--- src/rtl/nv_minmax_reduce_ctl_pkg.sv ---
// Shared configuration, state encoding and compare helpers for the min/max reduction controller.
// Optional macro NV_MINMAX_REDUCE_TC_EN enables two's-complement compares.
package nv_minmax_reduce_ctl_pkg;

    localparam int WIDTH  = 8;
    localparam int LANES  = 4;
    localparam int LEN_W  = 16;
    localparam int LIDX_W = $clog2(LANES);
    localparam int IDX_W  = LEN_W + LIDX_W;
    localparam int BEAT_W = LANES * WIDTH;

    typedef enum logic [1:0] {
        ST_IDLE = 2'd0,
        ST_RUN  = 2'd1,
        ST_DONE = 2'd2
    } state_t;

    // Results reported for an empty vector
    localparam logic [WIDTH-1:0] IDENT_MAX_U = '0;
    localparam logic [WIDTH-1:0] IDENT_MIN_U = '1;
    localparam logic [WIDTH-1:0] IDENT_MAX_S = {1'b1, {(WIDTH-1){1'b0}}};
    localparam logic [WIDTH-1:0] IDENT_MIN_S = {1'b0, {(WIDTH-1){1'b1}}};

    // Flipping the sign bit maps two's-complement order onto unsigned order
    function automatic logic [WIDTH-1:0] cmp_key(input logic [WIDTH-1:0] v, input logic tc);
        return {v[WIDTH-1] ^ tc, v[WIDTH-2:0]};
    endfunction

endpackage

--- src/rtl/nv_minmax_reduce_ctl_if.sv ---
// Input beat stream and result stream of the min/max reduction controller.
interface nv_minmax_reduce_ctl_if;
    import nv_minmax_reduce_ctl_pkg::*;

    logic              in_valid;
    logic              in_ready;
    logic [BEAT_W-1:0] in_data;
    logic              out_valid;
    logic              out_ready;
    logic [WIDTH-1:0]  out_value;
    logic [IDX_W-1:0]  out_index;

    modport slave (
        input  in_valid, in_data, out_ready,
        output in_ready, out_valid, out_value, out_index
    );

    modport master (
        output in_valid, in_data, out_ready,
        input  in_ready, out_valid, out_value, out_index
    );

endinterface

--- src/rtl/nv_minmax_lane_reduce.sv ---
// Combinational LANES-wide arg-min/arg-max; max ties go to the highest lane, min ties to the lowest.
// Optional macro NV_MINMAX_REDUCE_TC_EN adds the tc input.
module nv_minmax_lane_reduce
    import nv_minmax_reduce_ctl_pkg::*;
(
    input  logic [BEAT_W-1:0] data,
    input  logic              min_max,
`ifdef NV_MINMAX_REDUCE_TC_EN
    input  logic              tc,
`endif
    output logic [WIDTH-1:0]  best_val,
    output logic [LIDX_W-1:0] best_lane
);

`ifdef NV_MINMAX_REDUCE_TC_EN
    wire w_tc = tc;
`else
    wire w_tc = 1'b0;
`endif

    logic [WIDTH-1:0] w_lane_val [LANES];
    logic [WIDTH-1:0] w_lane_key [LANES];
    logic [WIDTH-1:0] w_best_key;

    genvar gi;
    generate
        for (gi = 0; gi < LANES; gi++) begin : g_lane
            assign w_lane_val[gi] = data[gi*WIDTH +: WIDTH];
            assign w_lane_key[gi] = cmp_key(data[gi*WIDTH +: WIDTH], w_tc);
        end
    endgenerate

    always_comb begin
        w_best_key = w_lane_key[0];
        best_val   = w_lane_val[0];
        best_lane  = '0;
        for (int k = 1; k < LANES; k++) begin
            if (min_max ? (w_lane_key[k] >= w_best_key) : (w_lane_key[k] < w_best_key)) begin
                w_best_key = w_lane_key[k];
                best_val   = w_lane_val[k];
                best_lane  = LIDX_W'(k);
            end
        end
    end

endmodule

--- src/rtl/nv_minmax_reduce_ctl.sv ---
// Sequences multi-beat arg-min/arg-max reductions and returns one registered result per job.
// Optional macro NV_MINMAX_REDUCE_TC_EN adds cfg_tc for two's-complement compares.
module nv_minmax_reduce_ctl
    import nv_minmax_reduce_ctl_pkg::*;
(
    input  logic              nvdla_core_clk,
    input  logic              nvdla_core_rstn,
    input  logic              start,
    input  logic [LEN_W-1:0]  cfg_len,
    input  logic              cfg_min_max,
`ifdef NV_MINMAX_REDUCE_TC_EN
    input  logic              cfg_tc,
`endif
    output logic              busy,
    nv_minmax_reduce_ctl_if.slave bus
);

`ifdef NV_MINMAX_REDUCE_TC_EN
    wire w_cfg_tc = cfg_tc;
`else
    wire w_cfg_tc = 1'b0;
`endif

    state_t           r_state;
    state_t           w_state_next;
    logic [LEN_W-1:0] r_len;
    logic             r_min_max;
    logic             r_tc;
    logic [LEN_W-1:0] r_beat_cnt;
    logic [WIDTH-1:0] r_val;
    logic [IDX_W-1:0] r_idx;

    logic              w_in_ready;
    logic              w_out_valid;
    logic              w_busy;
    logic              w_launch;
    logic              w_fire;
    logic              w_last;
    logic              w_take;
    logic [WIDTH-1:0]  w_ident;
    logic [WIDTH-1:0]  w_lane_val;
    logic [LIDX_W-1:0] w_lane_idx;

    nv_minmax_lane_reduce u_lane_reduce (
        .data      (bus.in_data),
        .min_max   (r_min_max),
`ifdef NV_MINMAX_REDUCE_TC_EN
        .tc        (r_tc),
`endif
        .best_val  (w_lane_val),
        .best_lane (w_lane_idx)
    );

    assign w_launch = start && (r_state == ST_IDLE);
    assign w_fire   = bus.in_valid && (r_state == ST_RUN);
    assign w_last   = (r_beat_cnt == (r_len - LEN_W'(1)));

    // First beat of a job always loads; later beats follow the fold tie rules
    assign w_take = (r_beat_cnt == '0) ||
                    (r_min_max ? (cmp_key(w_lane_val, r_tc) >= cmp_key(r_val, r_tc))
                               : (cmp_key(w_lane_val, r_tc) <  cmp_key(r_val, r_tc)));

    assign w_ident = w_cfg_tc ? (cfg_min_max ? IDENT_MAX_S : IDENT_MIN_S)
                              : (cfg_min_max ? IDENT_MAX_U : IDENT_MIN_U);

    always_ff @(posedge nvdla_core_clk or negedge nvdla_core_rstn) begin
        if (!nvdla_core_rstn) begin
            r_state <= ST_IDLE;
        end else begin
            r_state <= w_state_next;
        end
    end

    always_comb begin
        w_state_next = r_state;
        w_in_ready   = 1'b0;
        w_out_valid  = 1'b0;
        w_busy       = 1'b1;
        case (r_state)
            ST_IDLE: begin
                w_busy = 1'b0;
                if (start) begin
                    w_state_next = (cfg_len == '0) ? ST_DONE : ST_RUN;
                end
            end
            ST_RUN: begin
                w_in_ready = 1'b1;
                if (w_fire && w_last) begin
                    w_state_next = ST_DONE;
                end
            end
            ST_DONE: begin
                w_out_valid = 1'b1;
                if (bus.out_ready) begin
                    w_state_next = ST_IDLE;
                end
            end
            default: begin
                w_state_next = ST_IDLE;
                w_busy       = 1'b0;
            end
        endcase
    end

    always_ff @(posedge nvdla_core_clk or negedge nvdla_core_rstn) begin
        if (!nvdla_core_rstn) begin
            r_len      <= '0;
            r_min_max  <= 1'b0;
            r_tc       <= 1'b0;
            r_beat_cnt <= '0;
            r_val      <= '0;
            r_idx      <= '0;
        end else if (w_launch) begin
            r_len      <= cfg_len;
            r_min_max  <= cfg_min_max;
            r_tc       <= w_cfg_tc;
            r_beat_cnt <= '0;
            if (cfg_len == '0) begin
                r_val <= w_ident;
                r_idx <= '0;
            end
        end else if (w_fire) begin
            if (w_take) begin
                r_val <= w_lane_val;
                r_idx <= {r_beat_cnt, w_lane_idx};
            end
            // Holding on the last beat keeps the counter inside 0..cfg_len-1
            if (!w_last) begin
                r_beat_cnt <= r_beat_cnt + LEN_W'(1);
            end
        end
    end

    assign bus.in_ready  = w_in_ready;
    assign bus.out_valid = w_out_valid;
    assign bus.out_value = r_val;
    assign bus.out_index = r_idx;
    assign busy          = w_busy;

endmodule

--- src/flat_wrapper.sv ---
// flat-port wrapper written by rule: the top's interface ports become plain ports
module nv_minmax_reduce_ctl_flat import nv_minmax_reduce_ctl_pkg::*;
  (nvdla_core_clk, nvdla_core_rstn, start, cfg_len, cfg_min_max, busy, bus_in_valid, bus_in_data, bus_out_ready, bus_in_ready, bus_out_valid, bus_out_value, bus_out_index);
  nv_minmax_reduce_ctl_if bus_i ();
  input  logic nvdla_core_clk;
  input  logic nvdla_core_rstn;
  input  logic start;
  input  logic [LEN_W-1:0] cfg_len;
  input  logic cfg_min_max;
  output logic busy;
  input wire logic [$bits(bus_i.in_valid)-1:0] bus_in_valid;
  input wire logic [$bits(bus_i.in_data)-1:0] bus_in_data;
  input wire logic [$bits(bus_i.out_ready)-1:0] bus_out_ready;
  output wire logic [$bits(bus_i.in_ready)-1:0] bus_in_ready;
  output wire logic [$bits(bus_i.out_valid)-1:0] bus_out_valid;
  output wire logic [$bits(bus_i.out_value)-1:0] bus_out_value;
  output wire logic [$bits(bus_i.out_index)-1:0] bus_out_index;
  assign bus_i.in_valid = bus_in_valid;
  assign bus_i.in_data = bus_in_data;
  assign bus_i.out_ready = bus_out_ready;
  assign bus_in_ready = bus_i.in_ready;
  assign bus_out_valid = bus_i.out_valid;
  assign bus_out_value = bus_i.out_value;
  assign bus_out_index = bus_i.out_index;
  nv_minmax_reduce_ctl u_core (.nvdla_core_clk(nvdla_core_clk), .nvdla_core_rstn(nvdla_core_rstn), .start(start), .cfg_len(cfg_len), .cfg_min_max(cfg_min_max), .busy(busy), .bus(bus_i));
endmodule
--- config.mk ---
export PLATFORM = sky130hd
export DESIGN_NAME = nv_minmax_reduce_ctl_flat
export DESIGN_NICKNAME = d
export VERILOG_FILES = /design/src/rtl/nv_minmax_reduce_ctl_pkg.sv /design/src/rtl/nv_minmax_reduce_ctl_if.sv /design/src/rtl/nv_minmax_lane_reduce.sv /design/src/rtl/nv_minmax_reduce_ctl.sv /design/src/flat_wrapper.sv
export SDC_FILE = /design/constraint.sdc
export NUM_CORES = 1
export LEC_CHECK = 0
export BUFFER_PORTS_ARGS = -buffer_cell sky130_fd_sc_hd__clkbuf_2
export CAP_MARGIN = 20
export CORE_ASPECT_RATIO = 1.2
export CORE_MARGIN = 1.5
export CORE_UTILIZATION = 25
export CTS_CLUSTER_DIAMETER = 100
export DETAILED_ROUTE_END_ITERATION = 16
export SYNTH_ARGS = -nofsm -noshare
export SYNTH_HDL_FRONTEND = slang
export SYNTH_HIERARCHICAL = 1
export SYNTH_SLANG_ARGS = --single-unit
--- constraint.sdc ---
create_clock -name nvdla_core_clk -period 8.95 [get_ports nvdla_core_clk]
set_input_delay 0.895 -clock nvdla_core_clk [delete_from_list [all_inputs] [get_ports nvdla_core_clk]]
set_output_delay 0.895 -clock nvdla_core_clk [all_outputs]
set_load 0.01 [all_outputs]
==> results.txt <==
* Sequential share of the synthesized area: 0.3023
* Detailed-routing wirelength on met1: 6.403 mm
* Total of endpoints with negative setup slack in the final report: 0
- Core Footprint: 19690 µm²
- Yosys warns: 6
- Clk sinks: 61
- The wire-length estimate of the detail-placed layout is 11.08 mm.
- Clock tree synthesis selected as its root buffer the cell sky130_fd_sc_hd__clkbuf_16.
* Layout cell share with drive strength beyond 1: 0.2240
- Buffers inserted to repair hold after CTS numbered 0.
* Num rows: 56
- Global-route usage over all layers: 0.1379
- The detailed router finished its first iteration with ~260 violations.
- The number of cells on the worst reg-to-reg path is 31.
- Kind of capture point of the worst setup path: flop
* Overall die area: 21060 µm²
* I/O pins: 83
- First-pass iteration count of the detailed router: 5
- Clock insertion delay at the later pin of the skew report: between 300 and 400 ps
- The highest layer touched by signal routing is met4.
- Dividing the final minimum period by the clock period gives 0.9323.
- The congestion estimate from routability-driven global placement came to roughly 0.85.
* WL per Instance: approximately 15 µm
* Initial core utilization: 0.2565
- Largest cells by area after synthesis: sky130_fd_sc_hd__dfrtp_1 30%, sky130_fd_sc_hd__ha_1 9.2%, sky130_fd_sc_hd__nand2_1 7.5%
- Number of buffers added by the clock tree synthesis step: 9
* Post-synthesis async set-or-reset flop share: 1.000
- The library cell used most frequently in the layout, excluding fill and tap cells, is sky130_fd_sc_hd__nand2_1.
- Leakage: 2.771 nW
* Die Wd: about 130 µm
- Die Ht: 158.7 µm
- Clock Skews: 10.14 ps
- The routed design has about 14 mm of wire.
* Maximum net fanout on the critical path: 10
- After routing, the total negative slack on setup checks comes to 0 ps.
- Clock tree from TritonCTS: yes
- Power spread over the standard cell area amounts to 308.3 nW/µm².
- Count of nets left with antenna violations after detail routing: 0
- Net count, final: 762
- In this run the deepest clock path goes through 2 buffers.
- Post-synth top area share: 0.3023
- Critical setup path kind: primary input to flop
* Most used cells in the layout excluding fill and tap cells: 101 x sky130_fd_sc_hd__nand2_1, 82 x sky130_fd_sc_hd__clkbuf_2, 61 x sky130_fd_sc_hd__dfrtp_1, 52 x sky130_fd_sc_hd__inv_1, 37 x sky130_fd_sc_hd__ha_1
* FF+latch count, synth: 61
- Synthesized cell area: roughly 5000 µm²
- The H-tree was split into 3 levels.
* Syn nets: 678
- Peak supply drop: about 0.00016 V
* F_max: about 120 MHz
* Syn Inst Count: 587
- STA classifies the critical path startpoint as a primary input.
* Unrepaired setup endpoints after global routing: false
- The slowest stage of the critical path is the sky130_fd_sc_hd__a2111oi_2 cell.
- After global routing the overflow that remains totals 0.
- Post-layout total power: approximately 1.9 mW
- Post-placement worst setup slack: 164.1 ps
- Largest area contributor in the synthesized netlist: sky130_fd_sc_hd__dfrtp_1
- Fin util: 0.3071
- P&R area growth vs syn: 19.72%
- Transition at the pin with the smallest max-transition slack: around 870 ps
* Met2 wire length: just under 7 mm
* Metal3 WL: 648 µm
- Number of failing hold endpoints at the final stage: 0
- Pin count of the biggest net entering global routing: just over 60
- Dividing the detail-routed via count by the number of cells gives 5.031.
- The number of max-slew violations in the final report came to 0.
- In this run the tightest slew margin relative to its limit is 0.4125.
* Diode insertion count for antenna repair: 0
* Number of antenna violations at the first check in global routing: 1
* Number of synthesized flops with an enable pin: 0
* Mean post-synth cell area: 8.603 µm²
* Remaining routing DRC violations: 0
- DR vias: 4704
- The tool flagged a number of max-cap violations equal to 0.
* Shortest clock period the worst path allows after layout: around 8300 ps
- The number of global-route vias before repair came to between 4000 and 5000.
- STA puts the critical path data arrival time at 8590 ps.
- In this design, the stage delay of the slowest critical-path cell is roughly 420 ps.
- Wire length of the first global-routing pass: 23.09 mm
- Register clock-pin slew on the reported worst setup and hold paths: 50 ps
- The tightest min-delay check is of the flop to flop type.
- Number of cells on the worst hold path: 2
- Buffers added on ports: 82
- Netlist cell types: 78
- Outcome: finished, final reports clean
- Across all setup checks in the final design, the least slack found is around 610 ps.
- The most used flip-flop cell after synthesis is sky130_fd_sc_hd__dfrtp_1.
- Data on the critical path is required at its endpoint by about 9200 ps.
## critical path, delay by kind of cell
kind                     cells  cell delay [ps]
adder cells (fa/ha/maj)      4             1160
AND/OR/NAND/NOR              5              940
multiplexers                 2              550
AO/OA/AOI/OAI               20             4620
buffers and inverters        3              400
## what timing repair did
action                                  4_1_cts  5_1_grt
endpoints found under the setup margin        0       26
endpoints found under the hold margin         0        0
setup buffers                                 0        3
resized for setup                             0        1
## cell usage after synthesis (3+ instances only)
cell	n
sky130_fd_sc_hd__buf_2	4
sky130_fd_sc_hd__a211oi_1	3
sky130_fd_sc_hd__and2_1	4
sky130_fd_sc_hd__nor4_1	13
sky130_fd_sc_hd__or4_2	4
sky130_fd_sc_hd__o21ai_2	5
sky130_fd_sc_hd__ha_1	37
sky130_fd_sc_hd__o22ai_1	5
sky130_fd_sc_hd__mux2i_1	27
sky130_fd_sc_hd__a21oi_1	30
sky130_fd_sc_hd__nor2b_1	6
sky130_fd_sc_hd__a2bb2o_1	3
sky130_fd_sc_hd__xor2_1	4
sky130_fd_sc_hd__o221ai_1	11
sky130_fd_sc_hd__nand3_1	8
sky130_fd_sc_hd__a21o_1	8
sky130_fd_sc_hd__o21bai_1	3
sky130_fd_sc_hd__nand4_1	9
sky130_fd_sc_hd__o21ai_0	19
sky130_fd_sc_hd__buf_4	3
sky130_fd_sc_hd__nor2_1	15
sky130_fd_sc_hd__or3_1	11
sky130_fd_sc_hd__and3_1	5
sky130_fd_sc_hd__or4_1	7
sky130_fd_sc_hd__nand2b_1	6
sky130_fd_sc_hd__inv_1	52
sky130_fd_sc_hd__clkbuf_1	10
sky130_fd_sc_hd__a31oi_1	4
sky130_fd_sc_hd__nand2_1	101
sky130_fd_sc_hd__o211ai_1	11
sky130_fd_sc_hd__mux2_4	5
sky130_fd_sc_hd__o21a_1	4
sky130_fd_sc_hd__a31o_2	3
sky130_fd_sc_hd__o31ai_1	6
sky130_fd_sc_hd__xnor2_1	17
sky130_fd_sc_hd__a21oi_2	6
sky130_fd_sc_hd__nor3_1	9
sky130_fd_sc_hd__dfrtp_1	61
## final timing paths
kind                                                 to              from  slack, ps
worst max-delay path            u_core/bus.out_value[5]    bus_in_data[1]        610
worst min-delay path                   u_core/r_len[15]  u_core/r_len[15]        510
worst max register to register  u_core/bus.out_value[5]  u_core/r_min_max       1570
worst min register to register         u_core/r_len[15]  u_core/r_len[15]        510
max in group asynchronous               u_core/r_len[5]   nvdla_core_rstn       7680
min in group asynchronous       u_core/bus.out_index[4]   nvdla_core_rstn        720
## area by class of cell
type                    count  area [µm²]
repair buffers             98       543.0
well taps                 261       326.6
clock buffers              13       270.3
fillers                  2128       13640
inverters                  52       195.2
multi-input cells         449        3154
clock inverters             1       30.03
flip-flops and latches     61        1526
## stage by stage
stage / hold WS (ps) / std cells / instance area [µm²]
floorplan: 466.5 / 587 / 5050
global placement: 497.8 / 918 / 5723
detailed placement: 501.8 / 918 / 5723
CTS: 514.2 / 932 / 6023
global route: 546.3 / 935 / 6046
finish: 512.2 / 935 / 6046
## kinds of logic (layout without fill, tap and decap cells)
kind of cell	count (synthesis)	after routing	share of synthesized area
DFF	61	61	0.3023
and+or+nand+nor	214	214	0.2178
adders and majority gates	37	37	0.09167
buffers and inverters	77	164	0.07359
muxes	32	32	0.06838
xor gates and xnor gates	21	21	0.03642
AOI/OAI and AO/OA	145	145	0.2099
## power by group
part / leakage [nW] / internal, mW / switching (mW)
Sequential: 0.794 / 0.354 / 0.0794
Clock: 0.148 / 0.235 / 0.116
Combinational: 1.83 / 0.479 / 0.601
Total: 2.77 / 1.07 / 0.796
## flip-flops by register name (all words and copies together) (netlist names)
signal                flops
u_core/bus.out_index     18
u_core/r_beat_cnt        16
u_core/r_len             16
u_core/bus.out_value      8
u_core/r_state            2
u_core/r_min_max          1
## routing by layer
layer  vias to the layer above  global-route usage
met3                        21             0.02547
met5                         -                   0
met4                         0             0.05495
met2                       126              0.2461
li1                       2313                   -
met1                      2244              0.1643
No activity file was read; power rests on OpenSTA's default activity.
